[src/rtl/if_prefetch_queue.sv]
// if_prefetch_queue: credit-based fetch front end with a DEPTH-entry prefetch queue.
// Optional build macro IF_PREFETCH_BYPASS_EN forwards a response to decode when the queue is empty.
module if_prefetch_queue #(
  parameter int ADDR_W = 32,
  parameter int DATA_W = 32,
  parameter int DEPTH = 4,
  parameter logic [ADDR_W-1:0] RESET_PC = 32'h0000_3000
) (
  input  logic              clk,
  input  logic              reset,
  input  logic              redir_valid,
  input  logic [ADDR_W-1:0] redir_pc,
  output logic              imem_req_valid,
  input  logic              imem_req_ready,
  output logic [ADDR_W-1:0] imem_req_addr,
  input  logic              imem_rsp_valid,
  input  logic [DATA_W-1:0] imem_rsp_data,
  output logic              dec_valid,
  input  logic              dec_ready,
  output logic [DATA_W-1:0] dec_instr,
  output logic [ADDR_W-1:0] dec_pc4,
  output logic [ADDR_W-1:0] dec_pc8
);
  localparam int PW = $clog2(DEPTH);
  localparam int CW = PW + 1;
  localparam logic [CW:0] DEPTH_C = (CW+1)'(DEPTH);

  logic [ADDR_W-1:0] fetch_pc;
  logic [CW-1:0]     inflight;
  logic [CW-1:0]     drop;
  logic [CW-1:0]     q_cnt;
  logic [PW-1:0]     q_wp, q_rp;
  logic [PW-1:0]     tag_wp, tag_rp;
  logic [ADDR_W-1:0] tag_mem [DEPTH];
  logic [ADDR_W-1:0] q_pc [DEPTH];
  logic [DATA_W-1:0] q_instr [DEPTH];

  logic              q_empty;
  logic              rsp_keep;
  logic              byp;
  logic              q_push;
  logic              q_pop;
  logic              req_fire;
  logic [CW:0]       used;
  logic [ADDR_W-1:0] head_pc;
  logic [DATA_W-1:0] head_instr;

  // credit check, head selection and handshake decode
  always_comb begin
    q_empty  = (q_cnt == '0);
    used     = {1'b0, q_cnt} + {1'b0, inflight};
    rsp_keep = imem_rsp_valid && (drop == '0) && !redir_valid;
    byp      = 1'b0;
`ifdef IF_PREFETCH_BYPASS_EN
    byp      = rsp_keep && q_empty;
`endif
    head_pc    = q_pc[q_rp];
    head_instr = q_instr[q_rp];
    if (byp) begin
      head_pc    = tag_mem[tag_rp];
      head_instr = imem_rsp_data;
    end
    imem_req_valid = reset && !redir_valid && (used < DEPTH_C);
    imem_req_addr  = fetch_pc;
    req_fire       = imem_req_valid && imem_req_ready;
    dec_valid      = reset && (!q_empty || byp);
    dec_instr      = dec_valid ? head_instr : '0;
    dec_pc4        = dec_valid ? head_pc + ADDR_W'(4) : '0;
    dec_pc8        = dec_valid ? head_pc + ADDR_W'(8) : '0;
    q_pop          = !q_empty && dec_ready;
    q_push         = rsp_keep && !(byp && dec_ready);
  end

  // fetch pointer, credit counters and queue pointers
  always_ff @(posedge clk or negedge reset) begin
    if (!reset) begin
      fetch_pc <= RESET_PC;
      inflight <= '0;
      drop     <= '0;
      q_cnt    <= '0;
      q_wp     <= '0;
      q_rp     <= '0;
      tag_wp   <= '0;
      tag_rp   <= '0;
    end else begin
      assert (!(q_push && !q_pop && q_cnt == CW'(DEPTH)));
      if (redir_valid)
        fetch_pc <= redir_pc & ~ADDR_W'(3);
      else if (req_fire)
        fetch_pc <= fetch_pc + ADDR_W'(4);
      if (req_fire)
        tag_wp <= tag_wp + 1'b1;
      if (imem_rsp_valid)
        tag_rp <= tag_rp + 1'b1;
      inflight <= inflight + CW'(req_fire) - CW'(imem_rsp_valid);
      if (redir_valid)
        drop <= inflight - CW'(imem_rsp_valid);
      else if (imem_rsp_valid && drop != '0)
        drop <= drop - 1'b1;
      if (redir_valid) begin
        q_cnt <= '0;
        q_wp  <= '0;
        q_rp  <= '0;
      end else begin
        if (q_push)
          q_wp <= q_wp + 1'b1;
        if (q_pop)
          q_rp <= q_rp + 1'b1;
        q_cnt <= q_cnt + CW'(q_push) - CW'(q_pop);
      end
    end
  end

  // tag and queue storage (contents are don't-care until counted valid)
  always_ff @(posedge clk) begin
    if (req_fire)
      tag_mem[tag_wp] <= fetch_pc;
    if (q_push) begin
      q_pc[q_wp]    <= tag_mem[tag_rp];
      q_instr[q_wp] <= imem_rsp_data;
    end
  end

endmodule
[config.mk]
export PLATFORM = sky130hd
export DESIGN_NAME = if_prefetch_queue
export DESIGN_NICKNAME = d
export VERILOG_FILES = /design/src/rtl/if_prefetch_queue.sv
export SDC_FILE = /design/constraint.sdc
export NUM_CORES = 1
export LEC_CHECK = 0
export BUFFER_PORTS_ARGS = -buffer_cell sky130_fd_sc_hd__buf_4
export CORE_UTILIZATION = 50
export CTS_BUF_LIST = sky130_fd_sc_hd__clkbuf_16
export CTS_CLUSTER_DIAMETER = 120
export DETAILED_ROUTE_END_ITERATION = 10
export PLACE_DENSITY = 0.74
export SETUP_SLACK_MARGIN = 0.3
export SYNTH_ARGS = -nofsm -noshare
export SYNTH_HDL_FRONTEND = slang
export SYNTH_SLANG_ARGS = --single-unit
[constraint.sdc]
create_clock -name clk -period 3.3 [get_ports clk]
set_input_delay 0 -clock clk [delete_from_list [all_inputs] [get_ports clk]]
set_output_delay 0 -clock clk [all_outputs]
set_load 0.02 [all_outputs]
Word level (Yosys, flattened, before mapping):

Memories as Yosys holds them, arrays and structs flattened.
Cells that the tools add are included.

* flip-flop bits (word level): 49
* bits in writable memories: 384
* input bits: 70
* output and inout bits: 130
* logic and storage cells: 59
* memories: 3

* $add $sub $neg: 14
* magnitude comparators: 1
* mux-type cells: 16
* reduce and logical (&&, ||, !) cells: 17

Memories
* q_instr: words 4, bits a word 32, read ports 1, clocked after Yosys merged registers in 0, write ports 1, line 36 `logic [DATA_W-1:0] q_instr [DEPTH];`
* q_pc: words 4, bits a word 32, read ports 1, clocked after Yosys merged registers in 0, write ports 1, line 35 `logic [ADDR_W-1:0] q_pc [DEPTH];`
* tag_mem: words 4, bits a word 32, read ports 1, clocked after Yosys merged registers in 0, write ports 1, line 34 `logic [ADDR_W-1:0] tag_mem [DEPTH];`

Operator list (count)
* 2-to-1 mux 32 bit: 5
* adder 32 x 3 -> 32 bit, second input constant: 2
* adder 32 x 4 -> 32 bit, second input constant: 1
* 2-to-1 mux 3 bit: 3
* subtractor 3 x 1 -> 3 bit: 3
* adder 2 x 1 -> 2 bit, second input constant: 4
* logical AND 1 bit: 8
* 2-to-1 mux 2 bit: 4
* nonzero test 2 bit: 4
* adder 3 x 1 -> 3 bit: 2
* logical NOT 3 bit: 2
* adder 3 x 3 -> 4 bit: 1
* < comparator 4 x 3 -> 1 bit, second input constant: 1
* 2-to-1 mux 1 bit: 4
* nonzero test 3 bit: 1
* subtractor 3 x 1 -> 3 bit, second input constant: 1
* logical NOT 1 bit: 2

Longest topological paths before layout:

* word-level depth: 6
* mapped depth: 12
* depth with buffers taken out: 12

Worst setup path after synthesis:

Ideal clock, no wire load.

* kind: reg-to-reg
* start point: register inflight[2]
* end point: memory tag_mem[0][10], enable pin
* arrival time: 2826 ps
* required time: 2910 ps
* path slack: 84 ps
* cell stages (with the launch flop): 7
* buffers on the path: 2
* cell sequence: dfrtp_1 > ha_1 > or4b_1 > nor4b_2 > buf_2 > buf_2 > and2_1

* word-level cells in the longest chain between the ends: 6

RTL lines
* start, declared: line 29 `logic [CW-1:0] inflight;`
* start signal, assigned: line 95 `inflight <= inflight + CW'(req_fire) - CW'(imem_rsp_valid);`
* adder 3 x 3 -> 4 bit: line 51 `used = {1'b0, q_cnt} + {1'b0, inflight};`
* < comparator 4 x 3 -> 1 bit: line 63 `imem_req_valid = reset && !redir_valid && (used < DEPTH_C);`
* logical AND 1 bit: line 63
* logical AND 1 bit: line 65 `req_fire = imem_req_valid && imem_req_ready;`
* 2-to-1 mux 1 bit: line 116 `if (req_fire)`
* 2-to-1 mux 1 bit (implied by the code): line 117 `tag_mem[tag_wp] <= fetch_pc;`
* end, declared: line 34

No other way between the ends.

Final worst setup path:

* start point: register q_rp[0]
* end point: output port dec_pc4[28]

* word-level cells in the longest chain between the ends: 3

RTL lines
* start, declared: line 32 `logic [PW-1:0] q_wp, q_rp;`
* start signal, assigned: line 108 `q_rp <= q_rp + 1'b1;`
* memory read (4 x 32 bit)
* adder 32 x 3 -> 32 bit: line 68 `dec_pc4 = dec_valid ? head_pc + ADDR_W'(4) : '0;`
* 2-to-1 mux 32 bit: line 68
* end, declared: line 21 `output logic [ADDR_W-1:0] dec_pc4,`

No other way between the ends.

==> results_dict.tcl <==
set metrics [dict create \
    outcome "finished clean" \
    setup.worst_path.end_class "primary output" \
    post_drt_wl_per_cell_microns 21.7 \
    clock_sinks 415 \
    muxShareOfSynthArea_pct 13.2 \
    synth_cell_types 62 \
    h-tree-depth 2 \
    final.setup.tns_ps 0 \
    io_buffers 191 \
    slew_violations 0 \
    min-delay-path-class "input pin to register" \
    cp.arrival_ps 3220 \
    synthXorXnorAreaFrac_pct 1.96 \
    cts_tree "done" \
    routed_via_density 5.83 \
    critPathKind "register to primary output" \
    finClkSkew_ps 16.6 \
    cts-root-buf "clkbuf_16" \
    antenna_cells 0 \
    synth.yosys.seq_area_share_pct 68.4 \
    initial_utilization_pct 51.2 \
    p_leak_nw 8.24 \
    number_of_antenna_violations_at_the_first_check_in_global_routing 0 \
    tightestPinTransition_ps 632 \
    gp_congestion 0.815 \
    timing.critical_path.from_type "register" \
    maxCapViolations 0 \
    io-pin-count 200 \
    synth_warnings 0 \
    core-area_sq_um 34900 \
    report.power.total_mw 16.7 \
    reg2reg_start "inflight[2]$_DFF_PN0_" \
    number_of_global_route_vias_before_repair 10817 \
    netlist_instances 1057 \
    fp.dieW_microns 191 \
    area_growth_pct 29.1 \
    finalCriticalPeriod_ps 3220 \
    grt_pass1_wl_microns 60800 \
    setup_viol 0 \
    gr-total-overflow 0 \
    power_density_nw_per_um2 726 \
    ys.flop_type "edfxtp_1" \
    drt_pass1_iterations 5 \
    ys_seq_elements 415 \
    seqCellArea_sq_um 12200 \
    cts_buffers 42 \
    syn_area_sq_um 17900 \
    insertion_delay_to_the_later_sink_of_the_worst_skew_pair_ps 540 \
    crit_start "q_rp[0]$_DFFE_PN0P_" \
    crit_path_max_fanout 8 \
    rsz_0062_raised_after_global_routing "yes" \
    clock_tree.buffer_depth 3 \
    die_area_sq_um 36500 \
    finalWirelength_microns 40800 \
    grt_max_degree 63 \
    async_reset_ff_share_pct 11.3 \
    fmax_mhz 311 \
    synthSimpleGateAreaFrac_pct 9.15 \
    drc 0 \
    final.period_utilization_pct 97.4 \
    row_count 68 \
    synth-edff-count 368 \
    multi_input_comb_area_sq_um 5740 \
    post_route_cells_drive_above_1_share_pct 36.8 \
    drt_iter0_drc 789 \
    place.detailed.hpwl_microns 24600 \
    total_track_usage_pct 21.9 \
    pre_cts_slack_ps 339 \
    synth_top_family_by_area "multiplexers" \
    synth_compound_gate_area_share_pct 3.19 \
    die_h_microns 191 \
    syn-mean-instance-area_sq_um 16.9 \
    via_count 10972 \
    most_common_cell_after_layout_fill_and_taps_aside "edfxtp_1" \
    fin_util_pct 66.1 \
    design.final.nets 1487 \
    final_cell_mix "edfxtp_1 (368), buf_4 (247), mux4_2 (89), nand2_1 (70), dlygate4sd3_1 (64)" \
    slew_headroom_pct 57.9 \
    postLayoutSetupSlackWorst_ps 84.6 \
    min-delay-start "dec_ready" \
    ir_worst_vdd_uv 450 \
    path_clk_slew_ps 60 \
    final_hold_viol_count 0 \
    synth_adder_area_share_pct 1.69 \
    nFillCells 2252 \
    required_ps 3300 \
    antenna_violating_nets_post_route 0 \
]
-- area by class of cell --
class	instances	share of cell area [%]
Clock buffer	45	4.88
Clock inverter	33	1.17
Inverter	20	0.325
Multi-Input combinational cell	570	24.9
Sequential cell	415	53.0
Tap cell	455	2.47
Timing Repair Buffer	345	13.3
-- cell usage after synthesis (15+ instances only) --
library cell | number | area (sq um)
nor2_1 | 52 | 195
nand2_1 | 72 | 270
clkbuf_1 | 27 | 101
o311ai_0 | 15 | 131
nand3_1 | 24 | 120
ha_1 | 21 | 263
xnor2_1 | 20 | 175
mux2i_1 | 24 | 240
inv_1 | 19 | 71.3
mux4_2 | 78 | 1760
xor2_1 | 20 | 175
nand4_1 | 15 | 93.8
edfxtp_1 | 368 | 11100
a21oi_1 | 16 | 80.1
dfrtp_1 | 45 | 1130
and2_1 | 47 | 294
o21ai_0 | 24 | 120
-- report_power, final --
part	leakage [nW]	internal (mW)	switching, mW
Sequential	3.89	6.31	0.285
Clock	0.725	2.84	1.89
Combinational	3.63	2.44	2.99
-- stage by stage --
step	hold slack, ps	instances	area, sq um
after floorplan	-296	1062	17900
after global placement	178	1687	20000
after detailed placement	186	1687	20000
after CTS	15.2	1864	22600
after global routing	66.0	1883	23100
final	34.1	1883	23100
-- flip-flops by register name (all words and copies together) (netlist names) --
name           cells
imem_req_addr     30
q_rp               2
q_instr          128
tag_rp             2
q_pc             120
q_wp               2
tag_wp             2
inflight           3
q_cnt              3
tag_mem          120
drop               3
-- metal layers --
metal,global-route usage (%),part of all wire (%),vias up
met5,0,0,-
met2,36.3,49,462
li1,-,-,4842
met4,4.46,1.7,0
met3,3.54,7.1,58
met1,30.7,42,5610
-- repair_timing --
item / in CTS / in global routing
setup endpoints to repair: 44 / 43
pin swaps: 19 / 28
setup buffers: 34 / 18
resized for setup: 85 / 60
hold buffers: 64 / 0
cloned: 1 / 1
hold endpoints to repair: 208 / 0
-- path summary, 6_finish.rpt --
kind | cells past startpoint | endpoint | slack (ps)
max | 6 | dec_pc4[28] | 80
min | 4 | q_rp[0]$_DFFE_PN0P_ | 30
max in group asynchronous | 3 | q_rp[0]$_DFFE_PN0P_ | 2640
min in group asynchronous | 3 | imem_req_addr[11]$_DFFE_PN0P_ | 180
min reg2reg | 1 | inflight[0]$_DFF_PN0_ | 540
max reg2reg | 7 | imem_req_addr[24]$_DFFE_PN0P_ | 480
-- cell families (layout without fill, tap and decap cells) --
logic type / Yosys count / after routing
flip-flops: 415 / 415
AND/OR/NAND/NOR: 299 / 299
multiplexers: 116 / 116
AO/OA/AOI/OAI: 86 / 86
buffers and inverters: 77 / 443
XOR/XNOR: 40 / 40
adder cells (fa/ha/maj): 23 / 23
other: 1 / 6
-- worst max-delay path, stage by stage, from the launching register on --
cell and delay [ps]:
dfrtp_4 560, mux4_1 600, nand4_4 250, or3_4 490, nor4_4 310, mux2i_1 290
buf_4 200
Power figures use the tool's default switching activity.
